===== src/rtl/div_iter_if.sv =====
// Request/result bundle between the ALU and the iterative divider.
interface div_iter_if;
  logic        signed_div;
  logic [31:0] a;
  logic [31:0] b;
  logic        start;
  logic        annul;
  logic [63:0] result;
  logic        ready;
  logic        busy;

  modport master (
    output signed_div, a, b, start, annul,
    input  result, ready, busy
  );

  modport slave (
    input  signed_div, a, b, start, annul,
    output result, ready, busy
  );
endinterface


===== src/rtl/div_iter.sv =====
// Radix-2 restoring divider on operand magnitudes with a final sign fix-up.
// result = {remainder, quotient}; one quotient bit per BUSY cycle.
//
// state | meaning
// IDLE  | waiting for start
// BUSY  | 32 shift/subtract iterations in progress
// DONE  | ready pulse, result valid
module div_iter (
  input  logic clk,
  input  logic rst,
  div_iter_if.slave bus
);

  typedef enum logic [1:0] {
    IDLE = 2'd0,
    BUSY = 2'd1,
    DONE = 2'd2
  } state_t;

  state_t      state;
  state_t      state_nxt;

  logic [31:0] rem;
  logic [31:0] quo;
  logic [31:0] mag_b;
  logic [4:0]  cnt;
  logic        q_neg;
  logic        r_neg;
  logic [63:0] result_q;

  logic        a_neg;
  logic        b_neg;
  logic [31:0] mag_a_in;
  logic [31:0] mag_b_in;
  logic        b_zero;

  logic [32:0] sh_rem;
  logic        take_sub;
  logic [31:0] step_rem;
  logic [31:0] step_quo;
  logic [31:0] fix_rem;
  logic [31:0] fix_quo;

  assign a_neg    = bus.signed_div & bus.a[31];
  assign b_neg    = bus.signed_div & bus.b[31];
  assign mag_a_in = a_neg ? (~bus.a + 32'd1) : bus.a;
  assign mag_b_in = b_neg ? (~bus.b + 32'd1) : bus.b;
  assign b_zero   = (bus.b == 32'd0);

  // Partial remainder can need 33 bits after the shift, so compare at that width.
  assign sh_rem   = {rem, quo[31]};
  assign take_sub = (sh_rem >= {1'b0, mag_b});
  assign step_rem = take_sub ? (sh_rem[31:0] - mag_b) : sh_rem[31:0];
  assign step_quo = {quo[30:0], take_sub};
  assign fix_rem  = r_neg ? (~step_rem + 32'd1) : step_rem;
  assign fix_quo  = q_neg ? (~step_quo + 32'd1) : step_quo;

  always_ff @(posedge clk) begin
    if (rst) state <= IDLE;
    else     state <= state_nxt;
  end

  always_comb begin
    state_nxt = state;
    case (state)
      IDLE: begin
        if (bus.start) state_nxt = b_zero ? DONE : BUSY;
      end
      BUSY: begin
        if (cnt == 5'd31) state_nxt = DONE;
      end
      DONE:    state_nxt = IDLE;
      default: state_nxt = IDLE;
    endcase
    if (bus.annul) state_nxt = IDLE;
  end

  always_ff @(posedge clk) begin
    if (rst) begin
      rem      <= 32'd0;
      quo      <= 32'd0;
      mag_b    <= 32'd0;
      cnt      <= 5'd0;
      q_neg    <= 1'b0;
      r_neg    <= 1'b0;
      result_q <= 64'd0;
    end else if (!bus.annul) begin
      case (state)
        IDLE: begin
          if (bus.start) begin
            if (b_zero) begin
              result_q <= {bus.a, 32'hFFFF_FFFF};
            end else begin
              rem   <= 32'd0;
              quo   <= mag_a_in;
              mag_b <= mag_b_in;
              q_neg <= bus.signed_div & (bus.a[31] ^ bus.b[31]);
              r_neg <= a_neg;
              cnt   <= 5'd0;
            end
          end
        end
        BUSY: begin
          rem <= step_rem;
          quo <= step_quo;
          cnt <= cnt + 5'd1;
          if (cnt == 5'd31) result_q <= {fix_rem, fix_quo};
        end
        default: ;
      endcase
    end
  end

  assign bus.result = result_q;
  assign bus.ready  = (state == DONE);
  assign bus.busy   = (state == BUSY);

endmodule

===== src/flat_wrapper.sv =====
// flat-port wrapper written by rule: the top's interface ports become plain ports
module div_iter_flat 
  (clk, rst, bus_signed_div, bus_a, bus_b, bus_start, bus_annul, bus_result, bus_ready, bus_busy);
  div_iter_if bus_i ();
  input  logic clk;
  input  logic rst;
  input wire logic [$bits(bus_i.signed_div)-1:0] bus_signed_div;
  input wire logic [$bits(bus_i.a)-1:0] bus_a;
  input wire logic [$bits(bus_i.b)-1:0] bus_b;
  input wire logic [$bits(bus_i.start)-1:0] bus_start;
  input wire logic [$bits(bus_i.annul)-1:0] bus_annul;
  output wire logic [$bits(bus_i.result)-1:0] bus_result;
  output wire logic [$bits(bus_i.ready)-1:0] bus_ready;
  output wire logic [$bits(bus_i.busy)-1:0] bus_busy;
  assign bus_i.signed_div = bus_signed_div;
  assign bus_i.a = bus_a;
  assign bus_i.b = bus_b;
  assign bus_i.start = bus_start;
  assign bus_i.annul = bus_annul;
  assign bus_result = bus_i.result;
  assign bus_ready = bus_i.ready;
  assign bus_busy = bus_i.busy;
  div_iter u_core (.clk(clk), .rst(rst), .bus(bus_i));
endmodule

===== config.mk =====
export PLATFORM = sky130hd
export DESIGN_NAME = div_iter_flat
export DESIGN_NICKNAME = d
export VERILOG_FILES = /design/src/rtl/div_iter_if.sv /design/src/rtl/div_iter.sv /design/src/flat_wrapper.sv
export SDC_FILE = /design/constraint.sdc
export NUM_CORES = 1
export LEC_CHECK = 0
export ABC_AREA = 1
export CORE_MARGIN = 2
export CORE_UTILIZATION = 35
export DETAILED_ROUTE_END_ITERATION = 8
export PLACE_DENSITY = 0.66
export SETUP_SLACK_MARGIN = 0.05
export SYNTH_ARGS = -nofsm -noshare
export SYNTH_HDL_FRONTEND = slang
export SYNTH_SLANG_ARGS = --single-unit

===== constraint.sdc =====
create_clock -name clk -period 3.64 [get_ports clk]
set_input_delay 0.546 -clock clk [delete_from_list [all_inputs] [get_ports clk]]
set_output_delay 0.546 -clock clk [all_outputs]
set_load 0.02 [all_outputs]

==> results list, run 1 <==
- Remaining global-route overflow: 0
- By area, the combinational part of the netlist is dominated by simple AND/OR/NAND/NOR gates.
- Area growth from synthesis to final layout: 35.3%
- Synth Flop Type: sky130_fd_sc_hd__dfxtp_1
- Layout cells sized above 1: a little under a fifth
- Subtracting the final worst setup slack from the clock period gives ~3600 ps.
* Total via count in the routed design: approximately 15000
* Cell family with most CP delay: simple AND/OR/NAND/NOR gates
- Global placer's final weighted congestion: just under 1
- After the flow finishes, the layout carries non-filler instances totaling ~2800.
- Crit path DAT: roughly 4000 ps
* Proportion of synthesized flip-flops having asynchronous set or reset: 0%
- Path length in cells of the critical path: 30
* Slew headroom: between 30 and 40%
- Critical path launch point: u_core.mag_b[22]
* Core footprint: ~0.036 sq mm
- In this run, synthesis produced a sequential element count of 169.
- First-pass iteration count of the detailed router: 6
- The number of nets in the synthesized netlist is about 2200.
* Worst Clk Skew: 14.2 ps
* Static Leakage: approximately 7.9 nW
* Cell taking the most area after synthesis: sky130_fd_sc_hd__dfxtp_1
- Across the VDD grid, the largest voltage drop is between 300 and 400 uV.
- The flow ran to the end, and the final reports show no timing, DRC or antenna violations.
- Cells fill 48.2% of the core in the end.
- Overall die area: roughly 0.038 sq mm
- In this run the horizontal extent of the chip is a little under 200 um.
- After routing the design area is 0.0172 sq mm.
- The worst path uses 100% of the clock period.
* Slowest stage delay, CP: 330 ps
- Port buffering added 134 buffers.
- At the later pin of the worst-skew pair, clock insertion delay measures 460 ps.
* Critical path data required time: between 3000 and 4000 ps
- Transition time at the pin with the least slew margin: around 1000 ps
- In this run the remaining antenna-violating nets after routing total 0.
* CTS H-Tree Depth: 4
- Among all stages on the critical path, the largest delay is contributed by sky130_fd_sc_hd__dfxtp_2.
- P per Cell Area: between 300 and 400 mW/mm^2
- The number of hold buffers added after CTS was 0.
- The most common cell in the synthesized netlist is sky130_fd_sc_hd__nand2_1.
- Entering global routing, the biggest net connects 96 pins.
* Number of instances in the synthesized netlist: between 2000 and 2500
* Post-synthesis compound-gate area fraction: between 15 and 20%
* Per-cell via count in the routed design: approximately 5.3
* Post-synth EDFFs: 0
* Number of remaining DRC errors: 0
- Of the total synthesized cell area, the portion taken by XOR and XNOR cells is 3.10%.
- Tightest Hold Check Type: flop to flop
* Number of diodes added for antenna fixing: 0
- Top-Level Pins: roughly 140
- First DRT Iteration DRCs: 1365
- Area of placed instances: about 0.016 sq mm
* Die Y: slightly below 200 um
- Clock tree synthesis inserted a total of 17 buffers.
* Post-synth cell types: 56
- TritonCTS built the clock tree.
- Length in cells of the worst reg-to-reg path: 30
- The worst setup path is captured at a flop.
- Worst setup path end: u_core.bus.result[26]
* Area of the multi-input gates: 0.00860 sq mm
- Maximum clock frequency: roughly 270 MHz
* Final Setup Violations: 0
* Multiplexer fraction of the synthesized cell area: less than 1%
- Total half-perimeter wirelength after legalization and detailed placement: ~37 mm
* Final Net Count: 2483
* Wire length of the first global-routing pass: roughly 76 mm
- Global routing consumed, over all layers together, 25.1% of the routing resources.
* R2R Path Start: u_core.mag_b[22]
- Ranking of synthesized cells by area: sky130_fd_sc_hd__dfxtp_1 27%, sky130_fd_sc_hd__nand2_1 17%, sky130_fd_sc_hd__inv_1 7.6%, sky130_fd_sc_hd__a21oi_1 6.8%, sky130_fd_sc_hd__o21ai_0 6.5%
* Drt total wl: around 49 mm
* CP Class: flop to flop
- Crit path max fanout: 5
- Simple-gate area share of the yosys netlist: ~36%
- Across the run, the number of max-cap violations was 0.
* Number of buffers on the longest clock path: 2
* Flip-flop and latch area: between 0.003 and 0.004 sq mm
* Final hold violations: 0
* # rows: 69
- Setup repair after global routing could not meet its margin everywhere.
- Cell area after synthesis: ~0.013 sq mm
* Sum of buffers and inverters on the critical path: 9
- Clock edge transition at the registers on the reported setup and hold paths: 80 ps
* Vias in the first global route: 13800
* Post-synthesis adder-cell area fraction: about 3.9%
- The worst setup path is launched from a flop.
- Count of filler cells inserted in the layout: 3564
- Hold is met by about 470 ps.
* Clock root buffer: sky130_fd_sc_hd__clkbuf_16
- Portion of synthesized cell area occupied by the leading cell type: a little over a quarter
- Register area share after synthesis: 26.6%
- Reg2Reg Setup Slack: 0.4 ps
* YS warnings: 0
- The cell that appears most often on the critical path is sky130_fd_sc_hd__nand2_4.
- Clock tree sinks: ~170
- Starting utilization of the core area: 35.7%
- A synthesized cell averages slightly above 6 sq um.
* Number of instances in the placed design: roughly 2800
* Routed WL per cell: roughly 17 um
- Slew Viols, Final: 0
- Number of antenna violations at the first check in global routing: 0
* Reg-to-Reg End: u_core.bus.result[26]
- Summed negative setup slack over all endpoints: 0 ps
- By count the netlist is led by 568 x sky130_fd_sc_hd__nand2_1, 256 x sky130_fd_sc_hd__inv_1, 184 x sky130_fd_sc_hd__nor2_1, 172 x sky130_fd_sc_hd__a21oi_1, 169 x sky130_fd_sc_hd__dfxtp_1.
placed cells by master (no fill, tap or decap), drive strengths merged, types with 2 or more instances in the layout:
cell           synthesis  routed
o211ai                14      14
o221ai                 3       3
o31ai                 13      13
a31oi                 34      34
inv                  267     276
xnor2                  7       7
a211oi                19      19
dfxtp                169     169
mux2i                  2       2
clkbuf                68      18
nor2                 199     199
or2                   11      11
a41oi                  3       3
o21bai                 5       5
nand2                595     595
o21ai                171     171
nand4                 33      33
buf                   19     206
clkinv                 1       7
xor2                  38      38
ha                    38      38
nor4                   8       8
nand3b                 8       8
a21oi                176     176
nor3                  31      31
clkdlybuf4s50          0     133
nand3                158     158
and2                   2       2
o41ai                  2       2
registers in the layout, indices dropped and copies added, names as in the netlist:
| register | cells |
|---|---|
| u_core.state | 2 |
| u_core.mag_b | 32 |
| u_core.cnt | 5 |
| u_core.quo | 32 |
| u_core.r_neg | 1 |
| u_core.rem | 32 |
| u_core.bus.result | 64 |
| u_core.q_neg | 1 |
through the flow:
step	setup slack, ps	power [W]
after CTS	31.4	0.00567
after floorplan	137	0.00301
after global placement	-164	0.00371
final	0.356	0.00577
after global routing	-260	0.00606
after detailed placement	-178	0.00373
cells by family (layout without fill, tap and decap cells):
family                   Yosys count  after routing
AND/OR/NAND/NOR                 1049           1049
AO/OA/AOI/OAI                    444            444
buffers and inverters            355            640
flip-flops                       169            169
XOR/XNOR                          45             45
adder cells (fa/ha/maj)           39             39
multiplexers                       2              2
routing by layer:
metal / global-route usage, % / wire (um) / vias to the layer above
met2: 40.2 / 21700 / 610
li1: - / - / 7460
met3: 3.24 / 3240 / 80
met1: 35.5 / 22600 / 6977
met4: 6.75 / 1270 / 0
met5: 0 / 0 / -
cell type report:
type | count | share of cell area, %
Sequential cell | 169 | 19.9
Clock inverter | 15 | 0.967
Inverter | 268 | 5.88
Tap cell | 461 | 3.35
Timing Repair Buffer | 340 | 17.4
Multi-Input combinational cell | 1579 | 50.0
Clock buffer | 17 | 2.47
report_power, final:
part / internal [W] / total (W) / leakage, nW / switching (W)
clock network: 0.000930 / 0.00190 / 0.293 / 0.000967
logic: 0.000744 / 0.00185 / 6.18 / 0.00111
registers: 0.00194 / 0.00202 / 1.39 / 0.0000862
total: 0.00361 / 0.00577 / 7.87 / 0.00216
worst min path at each step:
stage	from	endpoint	slack, ps	depth (start not counted)
4_1_cts	u_core.bus.result[22]	u_core.bus.result[22]	470	2
3_5_place_dp	u_core.bus.result[9]	u_core.bus.result[9]	460	2
2_1_floorplan	u_core.mag_b[12]	u_core.mag_b[12]	430	2
5_1_grt	u_core.bus.result[15]	u_core.bus.result[15]	490	2
3_3_place_gp	u_core.cnt[4]	u_core.cnt[4]	450	2
6_report	u_core.bus.result[29]	u_core.bus.result[29]	470	2
tightest hold or removal path: stages (launching register included):
cell                      delay, ps
sky130_fd_sc_hd__dfxtp_1        310
sky130_fd_sc_hd__nand2_1         60
sky130_fd_sc_hd__a21oi_1         50
what timing repair did:
item | 4_1_cts | 5_1_grt
pin swaps | 6 | 35
endpoints found under the setup margin | 16 | 31
gates resized for setup | 26 | 129
setup buffers | 7 | 10
gates cloned | 0 | 1
No activity file was read; power rests on OpenSTA's default activity.
==> inputs of run 2 (changes only) <==
Settings changed: CORE_MARGIN 2 to 4, DONT_BUFFER_PORTS set to 1, PLACE_DENSITY 0.66 to 0.61, REMOVE_ABC_BUFFERS set to 1.
==> results list, run 2 (same netlist as run 1, synthesis figures left out) <==
- # rows: 69 (unchanged)
* Overall die area: 0.0394 sq mm (+4.2%)
* Flip-flop count of the largest register after layout: 64 (unchanged)
* CP Class: flop to flop
- Critical path launch point: u_core.rem[25]
- Most common cell after layout, fill and taps aside: sky130_fd_sc_hd__nand2_1
- The number of top-level pins is 135 (unchanged).
* Number of diodes added for antenna fixing: 0 (unchanged)
* Final period utilization: 101% (+1.5 points)
- First DRT Iteration DRCs: 1170 (-14%)
- Startpoint class of the critical path: flop
- The HPWL reported at the end of detailed placement came to 36.3 mm (-1.7%).
- Hold Startpoint: bus_annul
- The final worst slack was -52.8 ps (-53.1 ps).
- The number of design rule violations left after detail routing was 0 (unchanged).
* Tightest Hold Check Type: input pin to flop
- The aggregate global-route resource usage came to 23.6% (-1.5 points).
- Setup repair after global routing could not meet its margin everywhere.
- First-pass iteration count of the detailed router: 5 (-1)
- Static Leakage: 7.28 nW (-7.5%)
- Global placer's final weighted congestion: 0.940 (-2.9%)
* Slew Viols, Final: 0 (unchanged)
- The worst reg2reg path depth is 28 (-6.7%).
* Critical Path Sink Type: flop
- The number of nets with antenna violations after detailed routing was 0 (unchanged).
- The top cell types in the final layout, fill and taps aside, are 530 x sky130_fd_sc_hd__nand2_1, 235 x sky130_fd_sc_hd__inv_1, 180 x sky130_fd_sc_hd__buf_4, 174 x sky130_fd_sc_hd__nor2_1, 167 x sky130_fd_sc_hd__a21oi_1.
- The transition time at the pin with the least slew margin came to 881 ps (-132 ps).
- Post-Layout Inst Area: 0.0158 sq mm (-8.3%)
- Reg-to-Reg End: u_core.bus.result[6]
- The count of cells along the worst hold path was 1 (-1).
- R2R Path Start: u_core.rem[25]
- Starting utilization of the core area: 35.6% (-0.086 points)
* DIE WIDTH: 199 um (+2.1%)
* Maximum clock frequency: 271 MHz (-1.4%)
* Layout cells sized above 1: 20.6% (+1.5 points)
* Slew headroom: 41.1% (+8.8 points)
* Area of placed instances: 0.0142 sq mm (-9.6%)
* Slowest stage delay, CP: 360 ps (+30 ps)
- The number of max-cap violations was 0 (unchanged).
* Crit path DAT: 4040 ps (+90 ps)
- The layout net count came to 2331 (-6.1%).
- P per Cell Area: 352 mW/mm^2 (+4.9%)
- The cell total after placement came to 2643 (-5.6%).
- Remaining global-route overflow: 0 (unchanged)
- Worst setup path end: u_core.bus.result[6]
* TritonCTS Buffers: 17 (unchanged)
- The number of hold violations in the final report came to 0 (unchanged).
- The data required time of the worst path was 3990 ps (+40 ps).
- Vias in the first global route: 13300 (-3.6%)
- On the critical path, the stage with the largest delay is an instance of sky130_fd_sc_hd__dfxtp_4.
* Final Setup Violations: 1 (+1)
- Routed WL per cell: 17.9 um (+4.5%)
- The core box area came to 0.0357 sq mm (+0.24%).
* Crit path max fanout: 4 (-1)
- CTS H-Tree Depth: 4 (unchanged)
- The number of antenna violations at the first check in global routing came to 0 (unchanged).
* Final Non-Filler Cells: 2697 (-5.3%)
- TritonCTS built the clock tree.
* Reg2Reg Setup Slack: -50 ps (-50 ps)
* Area growth from synthesis to final layout: 24.1%
* Wire length of the first global-routing pass: 73.7 mm (-3.0%)
* Violations in the final reports: setup timing
- The number of port buffers is 0 (-100%).
- Utilization after layout: 44.1% (-4.1 points)
- Worst Clk Skew: 16.1 ps (+1.97 ps)
- Drt total wl: 48.2 mm (-1.1%)
- Per-cell via count in the routed design: 5.37 (+1.1%)
- Status: complete, but fails checks
- Cell with the most instances on the worst path: sky130_fd_sc_hd__buf_4
- Tmin final: 3690 ps (+53.1 ps)
- The pin count of the biggest net entering global routing came to 75 (-22%).
* Clock tree sinks: 169 (unchanged)
- The insertion delay to the later sink of the worst-skew pair is 470 ps (about the same).
- The clock-pin slew on the worst setup and hold paths is 80 ps (about the same).
- Clock tree synthesis selected as its root buffer the cell sky130_fd_sc_hd__clkbuf_16.
* Total via count in the routed design: 14500 (-4.3%)
- The worst supply voltage drop on vdd came to 319 uV (-9.4%).
- The buffer levels on the longest clock path came to 2 (unchanged).
* Die Y: 199 um (+2.1%)
==> run 2: cell types whose count changed in the layout (fill, tap and decap cells not counted), sizes merged <==
cell,delta
clkinv,-1
clkdlybuf4s50,-133
clkinvlp,+1
buf,-19
==> run 2: where the power goes <==
part / switching [W] / internal (W) / total (W)
Combinational: 0.00100 / 0.000645 / 0.00165
Sequential: 0.000111 / 0.00194 / 0.00205
Clock: 0.000943 / 0.000915 / 0.00186
Total: 0.00206 / 0.00350 / 0.00555
==> run 2: area by class of cell <==
class                      instances  area (sq um)
timing repair buffer             188          1510
inverter                         268          1020
fill                            3771         20000
clock inverter                    15           151
sequential                       169          3450
clock buffer                      17           425
tap                              461           577
multi-input combinational       1579          8660
==> run 2: metrics by stage <==
step | worst slack (ps) | total power, W | hold slack, ps | setup TNS [ps]
floorplan | -2510 | 0.00297 | 432 | -236030
global placement | -255 | 0.00352 | 449 | -2950
detailed placement | -302 | 0.00354 | 459 | -4040
CTS | 57.7 | 0.00547 | 136 | 0
global route | -237 | 0.00584 | 140 | -1770
finish | -52.8 | 0.00555 | 157 | -52.8
==> run 2: metal layers <==
layer	track usage (%)	routed length, um	vias up
li1	-	-	7153
met1	32.2	21400	6739
met2	38.1	22000	511
met3	4.57	3500	68
met4	6.76	1260	0
met5	0	0	-
==> run 2: how the worst min path moves through the flow <==
stage | to | slack, ps
final | u_core.state[0] | 160
after global routing | u_core.state[0] | 140
after CTS | u_core.state[0] | 140
after detailed placement | u_core.cnt[4] | 460
after global placement | u_core.cnt[4] | 450
after floorplan | u_core.mag_b[12] | 430
==> run 2: what timing repair did <==
action	CTS	global route
hold buffers	0	0
cloned	0	1
pin swaps	5	46
endpoints found under the setup margin	28	31
resized for setup	47	141
setup buffers	15	7
==> run 2: critical path, delay by kind of cell (launching register included) <==
family                   cells  cell delay (ps)
adder cells (fa/ha/maj)      2              380
flip-flops                   1              360
AO/OA/AOI/OAI                2              230
buffers and inverters       14             1500
AND/OR/NAND/NOR             10             1080
==> inputs of run 3 (changes only) <==
Settings changed: CTS_CLUSTER_SIZE set to 8, REMOVE_ABC_BUFFERS 1 to not set, TNS_END_PERCENT set to 100.
==> results list, run 3 (same netlist as run 1, synthesis figures left out) <==
* Static Leakage: 7.23 nW (-0.64%)
- Core footprint: 0.0357 sq mm (unchanged)
- Relative to the synthesized area, the layout overhead comes to 22.5%.
- Reg-to-Reg End: u_core.bus.result[26]
- The insertion delay to the later sink of the worst-skew pair was 460 ps (about the same).
- R2R Path Start: u_core.rem[0]
* Final hold violations: 0 (unchanged)
- Most common cell after layout, fill and taps aside: sky130_fd_sc_hd__nand2_1
* Vias in the first global route: 13400 (+0.40%)
* First DRT Iteration DRCs: 1506 (+29%)
- TritonCTS built the clock tree.
- The core utilization of the finished layout was 43.6% (-0.54 points).
- The HPWL reported at the end of detailed placement was 38.2 mm (+5.2%).
- Critical path launch point: u_core.rem[0]
- Unrepaired setup endpoints after global routing: yes
- The total area of multi-input combinational cells is 0.00857 sq mm (-1.0%).
* Per-cell via count in the routed design: 5.34 (-0.50%)
* DIE WIDTH: 199 um (unchanged)
* Die Y: 199 um (unchanged)
- Global placer's final weighted congestion: 0.950 (+0.97%)
* TritonCTS Buffers: 17 (unchanged)
- The number of port buffers came to 0 (unchanged).
- The highest fanout seen on the critical path came to 3 (-1).
- The quantity of hold-fixing buffers added after cts was 0 (unchanged).
- Highest-count cells in the layout ignoring fill and taps: 535 x sky130_fd_sc_hd__nand2_1, 242 x sky130_fd_sc_hd__inv_1, 177 x sky130_fd_sc_hd__buf_4, 170 x sky130_fd_sc_hd__nor2_1, 165 x sky130_fd_sc_hd__a21oi_1
- In this run the worst hold path is classified as input pin to flop.
- Crit path DAT: 3800 ps (-240 ps)
* Worst Clk Skew: 16.2 ps (+0.0351 ps)
- The standard-cell row count is 69 (unchanged).
- Final Setup Violations: 0 (-1)
- Remaining global-route overflow: 0 (unchanged)
- The flip-flop count of the largest register after layout was 64 (unchanged).
* Drt total wl: 50.0 mm (+3.8%)
- The transition time at the pin with the least slew margin was 998 ps (+117 ps).
- Clock root buffer: sky130_fd_sc_hd__clkbuf_16
- Reg2Reg Setup Slack: 190 ps (+240 ps)
- Total via count in the routed design: 14400 (-0.72%)
- The buffer levels on the longest clock path was 2 (unchanged).
- The number of nets with antenna violations after detailed routing came to 0 (unchanged).
- The clock-pin slew on the worst setup and hold paths is 80 ps (about the same).
- The worst supply voltage drop on vdd came to 337 uV (+5.4%).
- Clock tree sinks: 169 (unchanged)
- Number of violations of the max-capacitance limit: 0 (unchanged)
* Startpoint class of the critical path: flop
- Slew headroom: 33.4% (-7.8 points)
* P per Cell Area: 360 mW/mm^2 (+2.3%)
- Routed WL per cell: 18.6 um (+4.0%)
- Summed negative setup slack over all endpoints: 0 ps (+52.8 ps)
- The total count of max-transition violations in the final report was 0 (unchanged).
- Overall die area: 0.0394 sq mm (unchanged)
- Number of diodes added for antenna fixing: 0 (unchanged)
- The fraction of layout instances using a drive strength above 1 is 19.0% (-1.6 points).
* Maximum number of pins on one net before global-route repair: 75 (unchanged)
- The flow ran to the end, and the final reports show no timing, DRC or antenna violations.
- The first-pass GRT wire length is 76.1 mm (+3.2%).
* Tmin final: 3450 ps (-242 ps)
* Length in cells of the worst reg-to-reg path: 27 (-3.6%)
- The layout net count was 2325 (-0.26%).
* Critical path data required time: 3980 ps (about the same)
* Maximum clock frequency: 290 MHz (+7.0%)
- The number of design rule violations left after detail routing was 0 (unchanged).
* Critical Path Sink Type: flop
- The number of antenna violations at the first check in global routing is 0 (unchanged).
- Top-Level Pins: 135 (unchanged)
* Count of filler cells inserted in the layout: 3824 (+1.4%)
- Final period utilization: 94.8% (-6.6 points)
* Worst setup path end: u_core.bus.result[26]
- Flip-flop and latch area: 0.00342 sq mm (-0.76%)
- The aggregate global-route resource usage came to 24.6% (+0.94 points).
- CTS H-Tree Depth: 4 (unchanged)
* Starting utilization of the core area: 35.6% (unchanged)
- The first-pass detailed-route iteration total came to 5 (unchanged).
- CP Class: flop to flop
[run 3: repair_timing]
action,in CTS,in global routing
setup buffers,4,8
setup endpoints to repair,4,30
gates resized for setup,48,100
pin swaps,9,33
[run 3: metrics by stage]
stage | setup slack [ps] | cells | cell area (sq um) | hold WS (ps) | total power [W]
floorplan | 137 | 2103 | 12700 | 432 | 0.00301
global placement | -182 | 2647 | 14200 | 451 | 0.00355
detailed placement | -230 | 2647 | 14200 | 464 | 0.00356
CTS | 34.1 | 2683 | 15200 | 143 | 0.00553
global route | -26.1 | 2691 | 15600 | 136 | 0.00588
finish | 189 | 2691 | 15600 | 158 | 0.00561
[run 3: layout make-up]
| class | instances | area share, % |
|---|---|---|
| timing repair buffer | 182 | 9.06 |
| tap | 461 | 3.70 |
| clock buffer | 20 | 2.99 |
| inverter | 268 | 6.49 |
| multi-input combinational | 1579 | 55.0 |
| sequential | 169 | 21.9 |
| clock inverter | 12 | 0.827 |
[run 3: worst min path at each step]
stage	end	from	slack, ps	cells past startpoint
5_1_grt	u_core.state[0]	bus_annul	140	1
3_3_place_gp	u_core.cnt[4]	u_core.cnt[4]	450	2
2_1_floorplan	u_core.mag_b[12]	u_core.mag_b[12]	430	2
4_1_cts	u_core.state[0]	bus_annul	140	1
6_report	u_core.state[0]	bus_annul	160	1
3_5_place_dp	u_core.cnt[4]	u_core.cnt[4]	460	2
[run 3: critical path, stage by stage, from the launching register on]
cell and delay (ps):
sky130_fd_sc_hd__dfxtp_1 420, sky130_fd_sc_hd__ha_1 330, sky130_fd_sc_hd__nand2_1 80, sky130_fd_sc_hd__nor2_1 50
sky130_fd_sc_hd__nand3_1 90, sky130_fd_sc_hd__nand3_2 110, sky130_fd_sc_hd__nand2_2 80, sky130_fd_sc_hd__nand2_2 70
sky130_fd_sc_hd__nand2_4 70, sky130_fd_sc_hd__nand2_4 80, sky130_fd_sc_hd__inv_4 70, sky130_fd_sc_hd__ha_4 130
sky130_fd_sc_hd__inv_4 40, sky130_fd_sc_hd__nor3_4 190, sky130_fd_sc_hd__inv_2 70, sky130_fd_sc_hd__nor3_4 140
sky130_fd_sc_hd__inv_2 70, sky130_fd_sc_hd__nor3_4 160, sky130_fd_sc_hd__nand3_2 130, sky130_fd_sc_hd__nor2_4 140
sky130_fd_sc_hd__nand2_2 100, sky130_fd_sc_hd__nand2_4 90, sky130_fd_sc_hd__nand2_4 60, sky130_fd_sc_hd__a21oi_4 160
sky130_fd_sc_hd__buf_6 120, sky130_fd_sc_hd__nand3_2 50, sky130_fd_sc_hd__o211ai_1 120, sky130_fd_sc_hd__a21oi_1 90
[run 3: layer usage]
metal	GRT usage, %	part of all wire (%)	vias to the layer above	wire length [um]
met1	34.4	46	6644	22900
met2	37.1	44	503	21800
met3	5.34	7.3	73	3680
li1	-	-	7147	-
met4	9.07	3.4	0	1680
met5	0	0	-	0
[run 3: where the power goes]
part           switching (W)  internal, W  total [W]
registers           0.000116      0.00194    0.00205
clock network       0.000907      0.00102    0.00193
logic                0.00101     0.000619    0.00163
total                0.00204      0.00358    0.00561
